==> src/rtl/intr_pkg.sv <==
// Shared types and defaults for the interrupt controller / return-stack arbiter.
package intr_pkg;

    typedef enum logic [2:0] {
        ST_IDLE    = 3'd0,
        ST_PUSH    = 3'd1,
        ST_JUMP    = 3'd2,
        ST_SERVICE = 3'd3,
        ST_RETURN  = 3'd4
    } state_t;

    localparam int NUM_IRQ         = 2;
    localparam int DEF_PC_WIDTH    = 10;
    localparam int DEF_STACK_DEPTH = 8;

    // Fixed priority: irq1 (bit 0) beats irq2 (bit 1); result is one-hot or zero.
    function automatic logic [NUM_IRQ-1:0] pick_fixed(input logic [NUM_IRQ-1:0] req);
        logic [NUM_IRQ-1:0] g;
        g = '0;
        if (req[0])
            g[0] = 1'b1;
        else if (req[1])
            g[1] = 1'b1;
        return g;
    endfunction

endpackage

==> src/rtl/intr_edge_det.sv <==
// Rising-edge detector for one interrupt line with a pending latch.
// An edge only sets pending when set_en is high; clr wins over a simultaneous edge.
module intr_edge_det (
    input  logic clk,
    input  logic reset,
    input  logic irq,
    input  logic set_en,
    input  logic clr,
    output logic pending
);

    logic irq_q;

    always_ff @(posedge clk) begin
        if (reset) begin
            irq_q   <= 1'b0;
            pending <= 1'b0;
        end else begin
            irq_q <= irq;
            if (clr)
                pending <= 1'b0;
            else if (irq && !irq_q && set_en)
                pending <= 1'b1;
        end
    end

endmodule

==> src/rtl/intr_ctrl.sv <==
// Interrupt controller and return-stack arbiter for the single-cycle CPU.
// Optional build macro: INTR_ROUND_ROBIN_EN (alternating grant on ties; default fixed priority).
module intr_ctrl
    import intr_pkg::*;
#(
    parameter int PC_WIDTH    = DEF_PC_WIDTH,
    parameter int STACK_DEPTH = DEF_STACK_DEPTH
) (
    input  logic                clk,
    input  logic                reset,
    input  logic                irq1,
    input  logic                irq2,
    input  logic                ien,
    input  logic                reti,
    input  logic                cpu_push,
    input  logic                cpu_pop,
    input  logic [PC_WIDTH-1:0] cpu_push_data,
    input  logic [PC_WIDTH-1:0] pc_next,
    input  logic [PC_WIDTH-1:0] vec1,
    input  logic [PC_WIDTH-1:0] vec2,
    output logic                stk_push,
    output logic                stk_pop,
    output logic [PC_WIDTH-1:0] stk_din,
    output logic                pc_load,
    output logic [PC_WIDTH-1:0] pc_vec,
    output logic [1:0]          in_service,
    output logic                busy,
    output logic                overflow,
    output logic                underflow
);

    localparam int                 DEPTH_W   = $clog2(STACK_DEPTH) + 1;
    localparam logic [DEPTH_W-1:0] DEPTH_MAX = DEPTH_W'(STACK_DEPTH);

    state_t               state;
    state_t               state_nxt;
    logic [NUM_IRQ-1:0]   pending;
    logic [NUM_IRQ-1:0]   grant;
    logic [NUM_IRQ-1:0]   grant_nxt;
    logic [NUM_IRQ-1:0]   arb;
    logic [NUM_IRQ-1:0]   irq_vec;
    logic [NUM_IRQ-1:0]   set_vec;
    logic [NUM_IRQ-1:0]   clr_vec;
    logic [DEPTH_W-1:0]   depth;
    logic [DEPTH_W-1:0]   depth_nxt;
    logic                 full;
    logic                 empty;
    logic                 pass;
    logic                 ovf_set;
    logic                 udf_set;
    logic                 take_irq;

    assign irq_vec = {irq2, irq1};
    assign set_vec = ~in_service;
    assign clr_vec = (state == ST_JUMP) ? grant : '0;
    assign full    = (depth == DEPTH_MAX);
    assign empty   = (depth == '0);

    for (genvar i = 0; i < NUM_IRQ; i++) begin : g_irq
        intr_edge_det u_det (
            .clk     (clk),
            .reset   (reset),
            .irq     (irq_vec[i]),
            .set_en  (set_vec[i]),
            .clr     (clr_vec[i]),
            .pending (pending[i])
        );
    end

    // Entry only starts from an idle stack port with room for the return address.
    assign take_irq = (state == ST_IDLE) && ien && (pending != '0) &&
                      !cpu_push && !cpu_pop && !full;

`ifdef INTR_ROUND_ROBIN_EN
    logic last_irq2;

    always_ff @(posedge clk) begin
        if (reset)
            last_irq2 <= 1'b1;
        else if (take_irq)
            last_irq2 <= arb[1];
    end

    always_comb begin
        arb = pick_fixed(pending);
        if (pending == 2'b11)
            arb = last_irq2 ? 2'b01 : 2'b10;
    end
`else
    always_comb begin
        arb = pick_fixed(pending);
    end
`endif

    always_comb begin
        state_nxt = state;
        grant_nxt = grant;
        stk_push  = 1'b0;
        stk_pop   = 1'b0;
        stk_din   = '0;
        pc_load   = 1'b0;
        pc_vec    = '0;
        busy      = 1'b0;
        pass      = 1'b0;
        ovf_set   = 1'b0;
        udf_set   = 1'b0;

        case (state)
            ST_IDLE: begin
                pass = 1'b1;
                if (take_irq) begin
                    state_nxt = ST_PUSH;
                    grant_nxt = arb;
                end
            end
            ST_PUSH: begin
                stk_push  = 1'b1;
                stk_din   = pc_next;
                busy      = 1'b1;
                state_nxt = ST_JUMP;
            end
            ST_JUMP: begin
                pc_load   = 1'b1;
                pc_vec    = grant[1] ? vec2 : vec1;
                busy      = 1'b1;
                state_nxt = ST_SERVICE;
            end
            ST_SERVICE: begin
                pass = 1'b1;
                if (reti)
                    state_nxt = ST_RETURN;
            end
            ST_RETURN: begin
                stk_pop   = 1'b1;
                busy      = 1'b1;
                state_nxt = ST_IDLE;
            end
            default: state_nxt = ST_IDLE;
        endcase

        // Program call/return traffic; a simultaneous push and pop cancels out.
        if (pass && (cpu_push != cpu_pop)) begin
            if (cpu_push) begin
                if (full) begin
                    ovf_set = 1'b1;
                end else begin
                    stk_push = 1'b1;
                    stk_din  = cpu_push_data;
                end
            end else begin
                if (empty)
                    udf_set = 1'b1;
                else
                    stk_pop = 1'b1;
            end
        end

        // No strobe may escape while reset is held, whatever state we were in.
        if (reset) begin
            stk_push = 1'b0;
            stk_pop  = 1'b0;
            stk_din  = '0;
            pc_load  = 1'b0;
            pc_vec   = '0;
            busy     = 1'b0;
        end
    end

    always_comb begin
        depth_nxt = depth;
        case ({stk_push, stk_pop})
            2'b10:   depth_nxt = depth + DEPTH_W'(1);
            2'b01:   depth_nxt = depth - DEPTH_W'(1);
            default: depth_nxt = depth;
        endcase
    end

    always_ff @(posedge clk) begin
        if (reset) begin
            state      <= ST_IDLE;
            grant      <= '0;
            in_service <= '0;
            depth      <= '0;
            overflow   <= 1'b0;
            underflow  <= 1'b0;
        end else begin
            state <= state_nxt;
            grant <= grant_nxt;
            depth <= depth_nxt;
            if (state == ST_JUMP)
                in_service <= grant;
            else if (state == ST_RETURN)
                in_service <= '0;
            if (ovf_set)
                overflow <= 1'b1;
            if (udf_set)
                underflow <= 1'b1;
        end
    end

endmodule

==> config.mk <==
export PLATFORM = sky130hd
export DESIGN_NAME = intr_ctrl
export DESIGN_NICKNAME = d
export VERILOG_FILES = /design/src/rtl/intr_pkg.sv /design/src/rtl/intr_edge_det.sv /design/src/rtl/intr_ctrl.sv
export SDC_FILE = /design/constraint.sdc
export NUM_CORES = 1
export LEC_CHECK = 0
export ABC_AREA = 1
export BUFFER_PORTS_ARGS = -buffer_cell sky130_fd_sc_hd__buf_4
export CAP_MARGIN = 20
export CORE_MARGIN = 3
export CORE_UTILIZATION = 43
export CTS_CLUSTER_DIAMETER = 120
export CTS_CLUSTER_SIZE = 16
export DETAILED_ROUTE_END_ITERATION = 12
export PLACE_DENSITY_LB_ADDON = 0.3
export SLEW_MARGIN = 10
export SYNTH_ARGS = -nofsm -noshare
export SYNTH_HDL_FRONTEND = slang
export SYNTH_SLANG_ARGS = --single-unit
==> constraint.sdc <==
create_clock -name clk -period 2.95 [get_ports clk]
set_clock_uncertainty 0.2 [all_clocks]
set_input_delay 0.59 -clock clk [delete_from_list [all_inputs] [get_ports clk]]
set_output_delay 0.59 -clock clk [all_outputs]
set_load 0.05 [all_outputs]
==> impl_metrics.toml, run 1 <==
[clocking]
clkLatencyLatePin_ps = 300
cts_tree = "built"
post-cts-setup-buffers = 0
cts_resized = 0
cts_sinks = 17
h-tree-depth = 1
cts_root_buffer = "clkbuf_4"
cts_hold_buf = 0
clk_pin_slew_ps = 100
numCtsBuffers = 3
cts_buffer_depth = 2

[run]
drv_cap = 0

[floorplanning]
die_h_um = 59.5
die_w_um = 59.5
core_um2 = 2590
initial_utilization_pct = 47.5
design.die.area_um2 = 3540
io_pins = 76
row_count = 18

[setup_path]
critPathKind = "flip-flop to output pin"
cp_max_fo = 20
critical_path_required_ps = 2160
crit_path_end_kind = "output pin"
critPathArrivalTime_ps = 1740
cp-start-kind = "flip-flop"

[detailed_routing]
wl_per_cell_um = 10.3
wl_mm = 3.23
postRouteAntennaNets = 0
vias_per_cell = 4.81
drt-initial-drc-count = 67
num_vias = 1501
first_pass_iters = 4
drc_errors = 0

[sta]
maxSlewHeadroom_pct = 76.3
setup_viol = 0
clock.fmax_ghz = 0.396
period_needed_ps = 2530
timing.hold.ws_ps = 260
setup_ws_ps = 423
hold_viol_final = 0
rsz0062_at_grt = "no"
finalCritPeriodShare_pct = 85.6
slew_violations = 0
worstMarginPinSlew_ps = 355

[pwr]
vdd_ir_drop_max_mv = 0.383
cellPowerDensity_nw_per_um2 = 501
netSwitchingPower_mw = 0.438
p_leak_nw = 0.996
p_comb_share_pct = 55.6
swShare_pct = 47.3
power.internal_mw = 0.487
clockPowerShare_pct = 13.9
p_seq_share_pct = 30.4

[placement]
port-buffer-count = 75
gp_congestion = 0.771
dp_hpwl_mm = 2.71
pre_cts_slack_ps = 336

[grt]
grt.total_usage_pct = 19.3
grt_pass1_vias = 1392
grt-ovfl-total = 0
grt_max_degree = 21
antenna_found_initial = 0
grt_first_pass_wirelength_mm = 5.46

[cells_and_area]
layout-drive-gt1-share_pct = 32.3
n_antenna_cell = 0
mostFrequentLayoutCells = "77 x buf_4, 59 x nand2_1, 31 x nor2_1"
finish.net_count = 335
final_common_cell = "buf_4"
fillCellCount = 230
area_delta_synth_final_pct = 50.3

[min_path]
hold_path_class = "flip-flop to flip-flop"

[logic_synthesis]
synth_cell_type_count = 26
netlist_area_um2 = 1230
ys_seq_area_share_pct = 27.7
syn_area_per_cell_um2 = 5.94
ys_seq_elements = 17
syn-num-nets = 259
yosysWarnings = 0
synth_cells = 207

[status]
status = "completed"
## synthesized netlist by cell type
library cell	instances	area, µm²
a31oi_1	2	12.5
clkinv_2	1	5.00
buf_2	1	5.00
nor2_1	31	116
a21oi_1	17	85.1
ha_1	3	37.5
nand3_1	7	35.0
nand2_2	3	18.8
a211oi_1	2	15.0
o21ai_0	4	20.0
inv_2	1	3.75
xnor2_1	2	17.5
xor2_1	1	8.76
clkbuf_1	2	7.51
o21ai_1	10	50.1
nand2_1	59	221
nand3_2	2	20.0
nor2_2	1	6.26
nor2_4	1	11.3
fa_1	1	20.0
nand4_1	3	18.8
dfxtp_1	17	340
o21a_1	3	22.5
inv_1	30	113
buf_4	2	15.0
buf_1	1	3.75
## area by class of cell
class                   instances  area, µm²  share of cell area [%]
multi-input cells             152        741                    40.1
repair buffers                 77        578                    31.3
flip-flops and latches         17        340                    18.4
inverters                      32        121                    6.57
well taps                      30       37.5                    2.03
clock buffers                   3       22.5                    1.22
clock inverters                 1       7.51                   0.406
## cell families (layout without fill, tap and decap cells)
family,count (synthesis),in the layout,synth area share (%)
and+or+nand+nor,107,107,36.4
AOI/OAI and AO/OA,38,38,16.7
buffers and inverters,38,113,12.4
DFF,17,17,27.7
adders and majority gates,4,4,4.68
xor gates and xnor gates,3,3,2.14
## power by group through the flow
stage,combinational (mW),sequential (mW),clock [mW]
2_1_floorplan,0.358,0.292,0
3_3_place_gp,0.510,0.287,0
3_5_place_dp,0.516,0.287,0
4_1_cts,0.519,0.282,0.132
5_1_grt,0.572,0.286,0.146
6_report,0.515,0.282,0.129
## flip-flops by register name (all words and copies together), names as in the netlist
register             cells
state                    3
grant                    2
underflow                1
in_service               2
overflow                 1
g_irq.u_det.irq_q        2
g_irq.u_det.pending      2
depth                    4
## per-stage QoR
stage / instances / power, mW / setup TNS, ps / utilization, % / instance area [µm²]
6_report: 312 / 0.926 / 0 / 71.4 / 1850
5_1_grt: 312 / 1.00 / 0 / 71.4 / 1850
4_1_cts: 312 / 0.933 / 0 / 71.4 / 1850
3_5_place_dp: 308 / 0.803 / 0 / 70.2 / 1820
3_3_place_gp: 308 / 0.797 / 0 / 70.2 / 1820
2_1_floorplan: 207 / 0.649 / -1490 / - / 1230
## path summary, 6_finish.rpt
| kind | startpoint | to | slack, ps | cells past startpoint |
|---|---|---|---|---|
| worst max-delay path | depth[0]$_SDFFE_PP0P_ | stk_din[5] | 420 | 8 |
| worst min-delay path | underflow$_SDFFE_PP0P_ | underflow$_SDFFE_PP0P_ | 260 | 2 |
| worst max register to register | state[0]$_SDFFE_PP0P_ | depth[3]$_SDFFE_PP0P_ | 560 | 14 |
| worst min register to register | underflow$_SDFFE_PP0P_ | underflow$_SDFFE_PP0P_ | 260 | 2 |
## per-layer routing
layer  wire length [µm]  global-route usage, %  share of wire, %  vias to the layer above
met5                  0                      0                 0                        -
met4                  2                   2.59             0.062                        0
met3                263                   5.66               8.1                        2
met2               1590                   32.6                49                       53
met1               1380                   24.6                43                      651
li1                   -                      -                 -                      795
## critical path, cell delays in order, from the launching register on
cell and delay [ps]:
dfxtp_1 360, nor2_1 200, nand3_2 130, nand3_2 100
buf_4 220, nand2_1 70, o21ai_1 90, nor2_1 60
buf_4 190
(Power assumes the default switching activity.)
==> inputs of run 2 (changes only) <==
==> constraint.sdc (replaced) <==
create_clock -name clk -period 2.95 [get_ports clk]
set_clock_uncertainty 0.2 [all_clocks]
set_input_delay 0 -clock clk [delete_from_list [all_inputs] [get_ports clk]]
set_output_delay 0 -clock clk [all_outputs]
set_load 0.05 [all_outputs]
==> impl_metrics.toml, run 2 (synthesized netlist as in run 1, its figures left out) <==
[detailed_routing]
wl_per_cell_um = 10.5
drt-initial-drc-count = 54
drc_errors = 0
vias_per_cell = 4.81
postRouteAntennaNets = 0
first_pass_iters = 4
num_vias = 1559
wl_mm = 3.42

[sta]
timing.hold.ws_ps = 192
finalCritPeriodShare_pct = 80.5
hold_viol_final = 0
worstMarginPinSlew_ps = 411
setup_viol = 0
rsz0062_at_grt = "no"
period_needed_ps = 2370
finalSetupTns_ps = 0
slew_violations = 0
clock.fmax_ghz = 0.421
maxSlewHeadroom_pct = 72.5

[grt]
use_met2_pct = 34.0
busiest_layer = "met2"
grt_use_met3_pct = 3.70
grt-ovfl-total = 0
grt_max_degree = 21
antenna_found_initial = 0
grt_pass1_vias = 1403
grt.total_usage_pct = 20.3
met1_usage_pct = 26.4
grt_first_pass_wirelength_mm = 5.64

[clocking]
cts_root_buffer = "clkbuf_4"
cts_sinks = 17
post-cts-setup-buffers = 0
h-tree-depth = 1
clk_pin_slew_ps = 100
cts_buffer_depth = 2
cts_tree = "built"
numCtsBuffers = 3
clkLatencyLatePin_ps = 280

[cells_and_area]
largestRegisters = "depth: 4 flops, state: 3 flops"
n_antenna_cell = 0
final_cells = 324
finish.net_count = 347
mostFrequentLayoutCells = "76 x buf_4, 59 x nand2_1, 31 x nor2_1"
largest_register = "depth"
area_delta_synth_final_pct = 59.6
layout-drive-gt1-share_pct = 29.9
final_common_cell = "buf_4"
largest_reg_flops = 4

[floorplanning]
die_w_um = 59.5
design.die.area_um2 = 3540
die_h_um = 59.5
row_count = 18
initial_utilization_pct = 47.5
io_pins = 76
core_um2 = 2590

[setup_path]
cp-start-kind = "flip-flop"
critPathSlowestCell = "dfxtp_1"
max_stage_delay_ps = 410
critical_path_required_ps = 2970
critical_path_buf_inv_count = 1
cp_max_fo = 5
cp_top_family = "simple AND/OR/NAND/NOR gates"
critPathArrivalTime_ps = 2400
cpMostUsedCell = "nand2_1"
critPathKind = "flip-flop to flip-flop"
cp_cell_sequence = "inv_1 > nor2_2 > nand2_2 > nand2_1 > nand2_1 > ha_1 > ha_1 > nand2_1 > nand2_1 > nor2_1 > nand2_1 > nand2_1 > nand2_1 > a21oi_1"
crit_path_end_kind = "flip-flop"

[placement]
dp_hpwl_mm = 2.61
place_inst = 307
port-buffer-count = 75
gp_congestion = 0.801

[pwr]
cellPowerDensity_nw_per_um2 = 478
p_leak_nw = 1.06
vdd_ir_drop_max_mv = 0.400

[status]
status = "completed"

[min_path]
hold_path_class = "input pin to output pin"

[run]
drv_cap = 0
[run 2: what timing repair did]
| item | CTS | global route |
|---|---|---|
| hold endpoints to repair | 13 | 0 |
| hold buffers | 13 | 0 |
| gates resized for setup | 0 | 0 |
| setup endpoints to repair | 0 | 0 |
[run 2: worst register-to-register path: cells and delay by family (launching register included)]
kind            cells  cell delay, ps
simple gates       10             840
compound gates      1             120
flops               1             410
buf+inv             1              90
fa+ha+maj           2             670
[run 2: layer usage]
layer | up-vias | wire length (µm)
li1 | 824 | -
met1 | 673 | 1550
met2 | 60 | 1550
met3 | 2 | 293
met4 | 0 | 27
met5 | - | 0
[run 2: stage by stage]
| stage | setup WS [ps] | power (mW) | cell area [µm²] | utilization, % |
|---|---|---|---|---|
| after floorplan | 18.5 | 0.649 | 1230 | - |
| after global placement | 678 | 0.793 | 1810 | 69.8 |
| after detailed placement | 571 | 0.802 | 1810 | 69.8 |
| after CTS | 556 | 0.940 | 1960 | 75.8 |
| after global routing | 280 | 1.01 | 1960 | 75.8 |
| final | 575 | 0.938 | 1960 | 75.8 |
[run 2: final timing paths]
kind,cells after the start,slack (ps),to,start
worst min-delay path,4,190,pc_vec[0],vec1[0]
worst min register to register,2,270,g_irq[1].u_det.pending$_SDFFE_PP0P_,g_irq[1].u_det.pending$_SDFFE_PP0P_
worst max-delay path,14,580,depth[3]$_SDFFE_PP0P_,state[0]$_SDFFE_PP0P_
worst max register to register,14,580,depth[3]$_SDFFE_PP0P_,state[0]$_SDFFE_PP0P_
[run 2: cell type report]
class                      instances  area, µm²
clock buffer                       4       26.3
fill                             218        627
inverter                          32        121
multi-input combinational        152        737
sequential                        17        340
tap                               30       37.5
timing repair buffer              89        701
[run 2: where the power goes]
| group | switching (mW) | leakage (nW) | total, mW | internal [mW] |
|---|---|---|---|---|
| combinational | 0.339 | 0.901 | 0.533 | 0.194 |
| sequential | 0.0270 | 0.139 | 0.283 | 0.256 |
| clock | 0.0701 | 0.0150 | 0.122 | 0.0524 |
